==> src/rtl/carpma_n.sv <==
// carpma_n: parametrised shift-add multiplier, one multiplier bit per clock, start/busy/done handshake.
// Optional macro CARPMA_SIGNED_EN adds two's-complement operation selected by signed_mode.
module carpma_n #(
  parameter int W = 4
) (
  input  logic             clk,
  input  logic             rst,
  input  logic             start,
  input  logic [W-1:0]     multiplicand,
  input  logic [W-1:0]     multiplier,
  input  logic             signed_mode,
  output logic [2*W-1:0]   product,
  output logic             busy,
  output logic             done
);

  localparam int CW = $clog2(W + 1);

  typedef enum logic [1:0] {
    IDLE = 2'd0,
    CALC = 2'd1,
    DONE = 2'd2
  } state_t;

  state_t           state_q;
  logic [W-1:0]     mcand_q;
  logic [W-1:0]     mq_q;
  logic [W:0]       acc_q;
  logic [CW-1:0]    cnt_q;
  logic [2*W-1:0]   product_q;
  logic             busy_q;
  logic             done_q;

  logic [W:0]       add_d;
  logic [W:0]       acc_d;
  logic [W-1:0]     mq_d;
  logic [W-1:0]     a_d;
  logic [W-1:0]     b_d;
  logic [2*W-1:0]   prod_d;

`ifdef CARPMA_SIGNED_EN
  logic             neg_q;
  logic             neg_d;

  function automatic logic [W-1:0] abs_w(input logic [W-1:0] v);
    if (v[W-1]) begin
      abs_w = ~v + {{(W-1){1'b0}}, 1'b1};
    end else begin
      abs_w = v;
    end
  endfunction

  function automatic logic [2*W-1:0] negate_p(input logic [2*W-1:0] p);
    negate_p = ~p + {{(2*W-1){1'b0}}, 1'b1};
  endfunction

  // Magnitudes are latched so the iteration datapath stays purely unsigned.
  always_comb begin
    a_d   = multiplicand;
    b_d   = multiplier;
    neg_d = 1'b0;
    if (signed_mode) begin
      a_d   = abs_w(multiplicand);
      b_d   = abs_w(multiplier);
      neg_d = multiplicand[W-1] ^ multiplier[W-1];
    end else begin
      a_d   = multiplicand;
      b_d   = multiplier;
      neg_d = 1'b0;
    end
  end
`else
  logic unused_signed_mode_s;
  assign unused_signed_mode_s = signed_mode;

  always_comb begin
    a_d = multiplicand;
    b_d = multiplier;
  end
`endif

  // One iteration: conditional add keeping the carry, then shift {acc,mq} right.
  always_comb begin
    add_d = acc_q;
    if (mq_q[0]) begin
      add_d = acc_q + {1'b0, mcand_q};
    end else begin
      add_d = acc_q;
    end
    acc_d  = {1'b0, add_d[W:1]};
    mq_d   = {add_d[0], mq_q[W-1:1]};
    prod_d = {acc_d[W-1:0], mq_d};
`ifdef CARPMA_SIGNED_EN
    if (neg_q) begin
      prod_d = negate_p({acc_d[W-1:0], mq_d});
    end else begin
      prod_d = {acc_d[W-1:0], mq_d};
    end
`endif
  end

  // Control FSM with registered handshake outputs and the iteration datapath.
  always_ff @(posedge clk or posedge rst) begin
    if (rst) begin
      state_q   <= IDLE;
      mcand_q   <= {W{1'b0}};
      mq_q      <= {W{1'b0}};
      acc_q     <= {(W+1){1'b0}};
      cnt_q     <= {CW{1'b0}};
      product_q <= {(2*W){1'b0}};
      busy_q    <= 1'b0;
      done_q    <= 1'b0;
`ifdef CARPMA_SIGNED_EN
      neg_q     <= 1'b0;
`endif
    end else begin
      case (state_q)
        IDLE: begin
          done_q <= 1'b0;
          if (start) begin
            mcand_q <= a_d;
            mq_q    <= b_d;
            acc_q   <= {(W+1){1'b0}};
            cnt_q   <= CW'(W);
            busy_q  <= 1'b1;
            state_q <= CALC;
`ifdef CARPMA_SIGNED_EN
            neg_q   <= neg_d;
`endif
          end else begin
            busy_q  <= 1'b0;
          end
        end
        CALC: begin
          acc_q <= acc_d;
          mq_q  <= mq_d;
          cnt_q <= cnt_q - CW'(1);
          if (cnt_q == CW'(1)) begin
            product_q <= prod_d;
            done_q    <= 1'b1;
            state_q   <= DONE;
          end else begin
            done_q    <= 1'b0;
          end
        end
        DONE: begin
          done_q  <= 1'b0;
          busy_q  <= 1'b0;
          state_q <= IDLE;
        end
        default: begin
          done_q  <= 1'b0;
          busy_q  <= 1'b0;
          state_q <= IDLE;
        end
      endcase
    end
  end

  assign product = product_q;
  assign busy    = busy_q;
  assign done    = done_q;

endmodule

==> config.mk <==
export PLATFORM = sky130hd
export DESIGN_NAME = carpma_n
export DESIGN_NICKNAME = d
export VERILOG_FILES = /design/src/rtl/carpma_n.sv
export SDC_FILE = /design/constraint.sdc
export NUM_CORES = 1
export LEC_CHECK = 0
export BUFFER_PORTS_ARGS = -buffer_cell sky130_fd_sc_hd__buf_4
export CELL_PAD_IN_SITES_DETAIL_PLACEMENT = 1
export CELL_PAD_IN_SITES_GLOBAL_PLACEMENT = 2
export CORE_ASPECT_RATIO = 1.25
export CORE_UTILIZATION = 30
export DETAILED_ROUTE_END_ITERATION = 10
export PLACE_DENSITY_LB_ADDON = 0.3
export SLEW_MARGIN = 20
export SYNTH_ARGS = -nofsm -noshare
export SYNTH_HDL_FRONTEND = slang
export SYNTH_SLANG_ARGS = --single-unit
==> constraint.sdc <==
create_clock -name clk -period 2.47 [get_ports clk]
set_input_delay 0.494 -clock clk [delete_from_list [all_inputs] [get_ports clk]]
set_output_delay 0.494 -clock clk [all_outputs]
set_load 0.01 [all_outputs]
### Word-level counts from Yosys, hierarchy flattened

Cells that the tools add are included.

* logic and storage cells: 34
* bits in registers: 28
* output and inout port bits: 10
* input port bits: 12

* eq/ne operators: 4
* reduce and logical (&&, ||, !) cells: 6
* $add $sub $neg: 2
* multiplexer cells: 14

Operators with widths (count)
* $mux 5: 2
* $pmux 5 s2: 1
* $pmux 4 s2: 1
* $reduce_and 2->1: 4
* $pmux 3 s2: 1
* $add 5x4->5: 1
* $mux 2: 2
* $mux 4: 1
* $ne 2x2->1 const B: 2
* $pmux 2 s2: 1
* $eq 3x1->1 const B: 1
* $mux 1: 3
* $mux 3: 1
* $sub 3x1->3 const B: 1
* $eq 2x1->1 const B: 1
* $logic_not 2->1: 1
* $pmux 1 s2: 1
* $reduce_bool 2->1: 1

### Longest topological paths before layout

Gate-level depths: netlist of run 1.

* depth in word-level cells: 3
* depth in mapped cells: 7
* mapped depth without buffers: 6

### Least setup slack after synthesis of run 1

OpenSTA, ideal clock, no wires.

* path type: reg-to-reg
* from: register acc_q[0]
* to: register product_q[7] (netlist: product[7])
* setup time: 0.125 ns
* stages on the path, launching flop included: 6
* required time: 2.345 ns
* clock period less this slack: 1.565 ns
* path buffers: 0
* slack: 0.905 ns
* arrival: 1.440 ns
* path through: dfrtp_1 > ha_1 > fa_1 > a21oi_1 > o21ai_0 > mux2_4

* cells in the longest elaborated chain, start to end: 2

RTL lines
* start: declaration: RTL line 28 `logic [W:0] acc_q;`
* start signal: assignment: RTL line 108 `acc_q <= {(W+1){1'b0}};`
* start signal: assignment: RTL line 123 `acc_q <= {(W+1){1'b0}};`
* $add 5x4->5: RTL line 86 `add_d = acc_q + {1'b0, mcand_q};`
* $mux 5: RTL line 85 `if (mq_q[0]) begin`
* end signal: assignment: RTL line 110 `product_q <= {(2*W){1'b0}};`
* end signal: assignment: RTL line 139 `product_q <= prod_d;`
* end: declaration: RTL line 30 `logic [2*W-1:0] product_q;`

Every way passes these cells.
A chain may end at the register's enable or synchronous reset.

### Final worst setup path of run 1

Same ends and word-level chain as after synthesis.

==> results of run 1 <==
[metal layers]
metal,wire length [µm],up-vias
met1,1231,468
li1,-,442
met2,1475,13
met5,0,-
met3,60,2
met4,17,0
[final cells by class]
class                           instances  area [µm²]
Sequential cell                        27       675.6
Timing Repair Buffer                   21       157.7
Multi-Input combinational cell         80       603.1
Inverter                                5       18.77
Fill cell                             476        2626
Tap cell                               56       70.07
Clock buffer                            4       45.04
[cell usage in the layout, fill, tap and decap left out, types with 2 or more instances in the layout]
master	count
mux2i_1	4
a22oi_1	3
buf_4	21
a21oi_1	11
inv_1	5
nor2_1	6
clkbuf_8	3
dfrtp_1	27
nand2b_1	2
nand2_1	7
mux2_2	6
o21ai_0	12
mux2_4	2
ha_1	6
nor2b_1	5
[final timing paths]
path | to
max | product[7]$_DFFE_PP0P_
min | done$_DFF_PP0_
max reg2reg | product[7]$_DFFE_PP0P_
min reg2reg | cnt_q[1]$_DFFE_PP0P_
max in group asynchronous | state_q[0]$_DFFE_PP0P_
min in group clk | mcand_q[1]$_DFFE_PP0P_
[power by group]
group | total (mW) | switching [mW] | internal, mW
logic | 0.840 | 0.399 | 0.441
clock network | 0.247 | 0.131 | 0.115
registers | 0.839 | 0.193 | 0.646
[synthesized netlist by cell type, types with 2 or more instances]
cell type	count	area, µm²
dfrtp_1	27	675.7
o21ai_0	12	60.06
inv_1	5	18.77
nor2_1	6	22.52
mux2_4	2	30.03
mux2i_1	4	40.04
a21oi_1	11	55.05
ha_1	6	75.07
nor2b_1	5	31.28
mux2_2	6	67.56
nand2_1	7	26.28
nand2b_1	2	12.51
a22oi_1	3	22.52
[state kept, by name, summed over array words and instances (netlist names)]
| name | cells |
|---|---|
| done | 1 |
| cnt_q | 3 |
| product | 8 |
| mcand_q | 4 |
| busy | 1 |
| mq_q | 4 |
| state_q | 2 |
| acc_q | 4 |
[per-stage QoR]
step | std cells | setup WS [ns] | power, mW | cell area [µm²]
after floorplan | 116 | 0.9052 | 1.435 | 1344
after global placement | 189 | 0.7714 | 1.652 | 1525
after detailed placement | 189 | 0.7207 | 1.710 | 1525
after CTS | 193 | 0.7010 | 1.964 | 1570
after global routing | 193 | 0.6111 | 2.113 | 1570
final | 193 | 0.7232 | 1.925 | 1570
[cells by family after synthesis]
kind of cell | Yosys count | synth area share, %
compound gates | 31 | 13.97
xor+xnor | 1 | 0.6519
fa+ha+maj | 7 | 7.076
buf+inv | 9 | 4.842
flops | 27 | 50.28
mux | 12 | 10.24
simple gates | 29 | 12.94
[worst reg2reg max path: stages, from the launching register on]
cell     delay (ns)
dfrtp_1        0.41
ha_1           0.23
fa_1           0.41
a21oi_1        0.16
o21ai_0        0.15
mux2_4         0.28
==> flow_metrics.env, run 1 <==
export IMPL_clk_pin_slew_ns=0.09
export IMPL_cp_num_buf_inv=0
export IMPL_cp_depth=5
export IMPL_tns_ns=0
export IMPL_grt_use_met2_pct=23.66
export IMPL_diodes=0
export IMPL_period_needed_ns=1.747
export IMPL_drive_above_1_share_pct=28.47
export IMPL_rsz0062_at_grt="no"
export IMPL_p_per_area_nw_per_um2=1226
export IMPL_wl_per_cell_um=14.42
export IMPL_via_count=925
export IMPL_ys_flop_type="dfrtp_1"
export IMPL_cts_tree="yes"
export IMPL_yosysSeqAreaShare_pct=50.28
export IMPL_critPathArrivalTime_ns=1.90
export IMPL_ant_nets=0
export IMPL_ios=22
export IMPL_synth_avg_cell_area_um2=11.58
export IMPL_yosysWarnings=0
export IMPL_cpPeakStageDelay_ns=0.41
export IMPL_cp_max_fo=3
export IMPL_use_met3_pct=2.024
export IMPL_cts_buffers=3
export IMPL_async_flop_share_pct=100.0
export IMPL_yosysUniqueCellTypes=33
export IMPL_cts_buffer_depth=2
export IMPL_cts_sinks=27
export IMPL_reg2reg_slack_ns=0.72
export IMPL_postCtsSetupRepairBufs=0
export IMPL_die_x_um=61.86
export IMPL_cp_start_kind="flop"
export IMPL_grt_max_degree=28
export IMPL_insertion_delay_ns=0.26
export IMPL_hold_violations=0
export IMPL_setup_viol=0
export IMPL_dp_hpwl_um=2062
export IMPL_cpLargestDelayFamily="adder cells"
export IMPL_critPathLaunch="acc_q[0]$_DFFE_PP0P_"
export IMPL_max_slew_margin_pct=71.35
export IMPL_utilization_pct=37.42
export IMPL_htreeDepth=1
export IMPL_drc=0
export IMPL_endpoint_kind="flop"
export IMPL_die_area_um2=4752
export IMPL_syn_area_um2=1344
export IMPL_r2r_start="acc_q[0]$_DFFE_PP0P_"
export IMPL_required_ns=2.63
export IMPL_hold_ws_ns=0.2987
export IMPL_drtIter0Drc=29
export IMPL_cts_hold_buffers=0
export IMPL_via_per_inst=4.793
export IMPL_dr_pass1_iters=4
export IMPL_synth_edf_count=0
export IMPL_r2r_cells=5
export IMPL_vdd_drop_max_mv=0.3909
export IMPL_grt_pass1_wl_um=4864
export IMPL_synth_seq_cells=27
export IMPL_grtUsageMet1_pct=16.74
export IMPL_antenna_found_initial=0
export IMPL_cts_resized=0
export IMPL_syn2layout_area_growth_pct=16.85
export IMPL_fp_dieH_um=76.83
export IMPL_status="finished clean"
export IMPL_grt_overflow=0
export IMPL_slew_viol_final=0
export IMPL_crit_slowest_cell="dfrtp_1"
export IMPL_start_util_pct=32.02
export IMPL_syn_nets=135
export IMPL_wl_um=2783
export IMPL_cts_root_buf="clkbuf_8"
export IMPL_synthCells=116
export IMPL_fmax_mhz=572.5
export IMPL_tightest_slew_ns=0.4298
export IMPL_grt_pass1_vias=1040
export IMPL_finClkSkew_ns=0.001507
export IMPL_core_area_um2=4197
export IMPL_gp_congestion=0.7160
export IMPL_cp_cell_sequence="ha_1, fa_1, a21oi_1, o21ai_0, mux2_4"
export IMPL_min_path_type="in -> async"
export IMPL_layout_nets=157
export IMPL_fp_row_count=26
export IMPL_drv_cap=0
export IMPL_power_leakage_nw=0.7220
export IMPL_grt_busiest_layer="met2"
export IMPL_fin_crit_sh_pct=70.72
export IMPL_path_class="reg -> reg"
export IMPL_port_buffers=20
export IMPL_grt_util_all_layers_pct=13.32
(Power assumes the default switching activity.)
==> inputs of run 2 (changes only) <==
clock period = 1.65 ns   (was 2.47 ns; I/O delays follow)
==> flow_metrics.env, run 2 (same netlist as run 1, synthesis figures left out) <==
export IMPL_antenna_found_initial=0
export IMPL_path_class="reg -> reg"
export IMPL_min_path_type="in -> async"
export IMPL_tns_ns=0
export IMPL_largest_register_ffs=8
export IMPL_dpl_cell_area_um2=1555
export IMPL_grt_max_degree=28
export IMPL_die_area_um2=4752
export IMPL_fp_dieH_um=76.83
export IMPL_wl_per_cell_um=13.56
export IMPL_p_per_area_nw_per_um2=1824
export IMPL_rsz0062_at_grt="no"
export IMPL_wl_um=2699
export IMPL_ant_nets=0
export IMPL_drc=0
export IMPL_design_area_um2=1620
export IMPL_r2r_cells=5
export IMPL_die_x_um=61.86
export IMPL_hold_violations=0
export IMPL_vdd_drop_max_mv=0.6321
export IMPL_layout_nets=163
export IMPL_drtIter0Drc=15
export IMPL_ios=22
export IMPL_fin_crit_sh_pct=95.79
export IMPL_clk_pin_slew_ns=0.09
export IMPL_cts_buffers=3
export IMPL_tightest_slew_ns=0.3802
export IMPL_setup_viol=0
export IMPL_critPathLaunch="mcand_q[0]$_DFFE_PP0P_"
export IMPL_cts_hold_buffers=0
export IMPL_max_slew_margin_pct=74.63
export IMPL_start_util_pct=32.02
export IMPL_cp_max_fo=2
export IMPL_grt_pass1_wl_um=4650
export IMPL_fin_cells=199
export IMPL_status="finished clean"
export IMPL_fillers=459
export IMPL_fmax_mhz=632.7
export IMPL_drv_cap=0
export IMPL_dp_cells=193
export IMPL_port_buffers=20
export IMPL_power_leakage_nw=0.7490
export IMPL_cts_root_buf="clkbuf_8"
export IMPL_drive_above_1_share_pct=32.87
export IMPL_r2r_start="mcand_q[0]$_DFFE_PP0P_"
export IMPL_reg2reg_slack_ns=0.07
export IMPL_grt_pass1_vias=1029
export IMPL_htreeDepth=1
export IMPL_grt_overflow=0
export IMPL_period_needed_ns=1.581
export IMPL_cp_start_kind="flop"
export IMPL_final_cell_mix="dfrtp_1, buf_4, a21oi_1, o21ai_0, nand2_1"
export IMPL_gp_congestion=0.7194
export IMPL_utilization_pct=38.61
export IMPL_endpoint_kind="flop"
export IMPL_diodes=0
export IMPL_slew_viol_final=0
export IMPL_power_mw=2.956
export IMPL_syn2layout_area_growth_pct=20.58
export IMPL_core_area_um2=4197
export IMPL_cts_buffer_depth=2
export IMPL_dp_hpwl_um=2061
export IMPL_critPathArrivalTime_ns=1.74
export IMPL_cts_sinks=27
export IMPL_finClkSkew_ns=0.004673
export IMPL_insertion_delay_ns=0.27
export IMPL_fp_row_count=26
export IMPL_dr_pass1_iters=4
export IMPL_cts_tree="yes"
export IMPL_via_count=927
export IMPL_grt_util_all_layers_pct=12.78
export IMPL_via_per_inst=4.658
export IMPL_rr_endpoint="product[7]$_DFFE_PP0P_"
export IMPL_required_ns=1.81
-- run 2: cell count changes in the layout (fill, tap and decap cells not counted) --
cell     change
buf_4        +6
fa_2         +1
ha_1         -1
o21ai_1      +1
ha_2         +1
fa_1         -1
o21ai_0      -1
-- run 2: where the power goes --
group / switching [mW] / internal [mW] / total, mW
Clock: 0.197 / 0.173 / 0.370
Sequential: 0.261 / 0.967 / 1.23
Combinational: 0.628 / 0.729 / 1.36
-- run 2: final cells by class --
type	count	area (µm²)	area share, %
clock buffers	4	45.04	2.780
multi-input cells	80	608.1	37.53
well taps	56	70.07	4.324
repair buffers	27	202.7	12.51
inverters	5	18.77	1.158
flip-flops and latches	27	675.6	41.70
-- run 2: metrics by stage --
step                      worst slack, ns  hold slack [ns]
after CTS                        0.002607           0.1295
after global placement           -0.02400           0.4167
final                             0.06940           0.1160
after detailed placement         -0.04407           0.4319
after global routing             0.006319           0.1422
after floorplan                   0.08523           0.3827
-- run 2: per-layer routing --
| layer | global-route usage (%) | share of wire, % | up-vias |
|---|---|---|---|
| met4 | 3.333 | 0.63 | 0 |
| li1 | - | - | 456 |
| met5 | 0 | 0 | - |
| met3 | 2.024 | 2.4 | 2 |
| met2 | 22.69 | 52 | 13 |
| met1 | 15.32 | 45 | 456 |
-- run 2: what timing repair did --
action | 4_1_cts | 5_1_grt
setup buffers | 0 | 2
resized for setup | 1 | 2
pin swaps | 0 | 1
setup endpoints to repair | 4 | 6
-- run 2: worst max-delay path, cell delays in order (launching register included) --
cell and delay [ns]:
dfrtp_1 0.39, ha_2 0.21, fa_2 0.35, a21oi_1 0.12, o21ai_0 0.13, mux2_4 0.27
-- run 2: how the worst max path moves through the flow --
stage,end,cells after the start
detailed placement,product[7]$_DFFE_PP0P_,5
finish,product[7]$_DFFE_PP0P_,5
global route,product[7]$_DFFE_PP0P_,5
global placement,product[7]$_DFFE_PP0P_,5
floorplan,product[7]$_DFFE_PP0P_,5
CTS,product[7]$_DFFE_PP0P_,5
==> inputs of run 3 (changes only) <==
PLACE_DENSITY_LB_ADDON = 0.05   (was 0.3)
SKIP_CTS_REPAIR_TIMING = 1   (was not set)
==> flow_metrics.env, run 3 (same netlist as run 1, synthesis figures left out) <==
export IMPL_start_util_pct=32.02
export IMPL_finClkSkew_ns=0.003169
export IMPL_path_class="reg -> reg"
export IMPL_tightest_slew_ns=0.3633
export IMPL_rr_endpoint="product[7]$_DFFE_PP0P_"
export IMPL_max_slew_margin_pct=75.78
export IMPL_via_count=946
export IMPL_core_area_um2=4197
export IMPL_antenna_found_initial=0
export IMPL_required_ns=1.82
export IMPL_final_cell_mix="buf_4, dfrtp_1, a21oi_1"
export IMPL_wl_per_cell_um=14.32
export IMPL_port_buffers=20
export IMPL_die_area_um2=4752
export IMPL_power_leakage_nw=0.7526
export IMPL_cp_start_kind="flop"
export IMPL_setup_viol=0
export IMPL_cts_root_buf="clkbuf_8"
export IMPL_clk_pin_slew_ns=0.10
export IMPL_ant_nets=0
export IMPL_tns_ns=0
export IMPL_insertion_delay_ns=0.27
export IMPL_fin_crit_sh_pct=92.96
export IMPL_min_path_type="in -> async"
export IMPL_layout_commonest_cell="buf_4"
export IMPL_drtIter0Drc=22
export IMPL_grt_max_degree=28
export IMPL_endpoint_kind="flop"
export IMPL_drc=0
export IMPL_cts_buffer_depth=2
export IMPL_grt_util_all_layers_pct=14.14
export IMPL_reg2reg_slack_ns=0.12
export IMPL_cts_tree="yes"
export IMPL_fp_dieH_um=76.83
export IMPL_drive_above_1_share_pct=36.11
export IMPL_drv_cap=0
export IMPL_cp_max_fo=2
export IMPL_die_x_um=61.86
export IMPL_via_per_inst=4.730
export IMPL_place_ws_ns=-0.02168
export IMPL_status="finished clean"
export IMPL_setup_ws_ns=0.1161
export IMPL_ios=22
export IMPL_p_per_area_nw_per_um2=1855
export IMPL_slew_viol_final=0
export IMPL_multi_input_comb_area_um2=618.1
export IMPL_hold_violations=0
export IMPL_gp_congestion=0.7629
export IMPL_dp_hpwl_um=2119
export IMPL_fmax_mhz=651.9
export IMPL_diodes=0
export IMPL_r2r_start="mcand_q[0]$_DFFE_PP0P_"
export IMPL_htreeDepth=1
export IMPL_cts_sinks=27
export IMPL_wl_um=2863
export IMPL_syn2layout_area_growth_pct=22.16
export IMPL_fp_row_count=26
export IMPL_dr_pass1_iters=4
export IMPL_grt_overflow=0
export IMPL_layout_nets=164
export IMPL_grt_pass1_wl_um=4988
export IMPL_cts_buffers=3
export IMPL_grt_pass1_vias=1043
export IMPL_fillers=477
export IMPL_rsz0062_at_grt="no"
export IMPL_vdd_drop_max_mv=0.6716
export IMPL_largest_register_ffs=8
export IMPL_period_needed_ns=1.534
export IMPL_register_area_um2=675.6
export IMPL_critPathArrivalTime_ns=1.70
export IMPL_r2r_cells=5
run 3: cell count changes in the layout (fill, tap and decap cells not counted):
cell,before,now
ha_1,5,4
a21oi_2,0,1
ha_2,1,2
clkinvlp_4,0,1
o21ai_1,1,2
a21oi_1,11,10
o21ai_0,11,9
o21ai_2,0,1
clkbuf_1,1,0
buf_4,27,28
run 3: how the worst max path moves through the flow:
stage                     slack (ns)                     end                   start
final                           0.12  product[7]$_DFFE_PP0P_  mcand_q[0]$_DFFE_PP0P_
after global routing            0.03  product[7]$_DFFE_PP0P_  mcand_q[0]$_DFFE_PP0P_
after global placement         -0.03  product[7]$_DFFE_PP0P_  mcand_q[0]$_DFFE_PP0P_
after floorplan                 0.09  product[7]$_DFFE_PP0P_    acc_q[0]$_DFFE_PP0P_
after detailed placement       -0.02  product[7]$_DFFE_PP0P_  mcand_q[0]$_DFFE_PP0P_
after CTS                      -0.04  product[7]$_DFFE_PP0P_  mcand_q[0]$_DFFE_PP0P_
run 3: layer usage:
metal	up-vias	routed length, µm	track usage [%]
met2	14	1548	24.41
met4	0	23	4.000
met5	-	0	0
li1	457	-	-
met3	2	80	2.192
met1	473	1210	17.54
run 3: report_power, final:
group          switching, mW  leakage, nW  internal (mW)
Combinational          0.669        0.400          0.764
Clock                  0.224       0.0217          0.171
Sequential             0.252        0.331          0.966
run 3: through the flow:
step | cell area (µm²) | hold slack, ns | util [%] | instances | power, mW
CTS | 1612 | 0.1376 | 38.40 | 198 | 3.050
global route | 1642 | 0.1456 | 39.12 | 200 | 3.362
finish | 1642 | 0.1252 | 39.12 | 200 | 3.046
floorplan | 1344 | 0.3827 | - | 116 | 2.148
detailed placement | 1563 | 0.4470 | 37.24 | 194 | 2.635
global placement | 1563 | 0.4287 | 37.24 | 194 | 2.584
run 3: worst max-delay path, cell delays in order (launching register included):
cell and delay, ns:
dfrtp_1 0.39, ha_2 0.20, fa_2 0.36, a21oi_2 0.13, o21ai_1 0.09, mux2_4 0.25
run 3: cell type report:
type	count	area share, %
clock buffers	3	2.515
clock inverters	1	0.4573
flip-flops and latches	27	41.16
inverters	5	1.143
well taps	56	4.268
repair buffers	28	12.80
multi-input cells	80	37.65
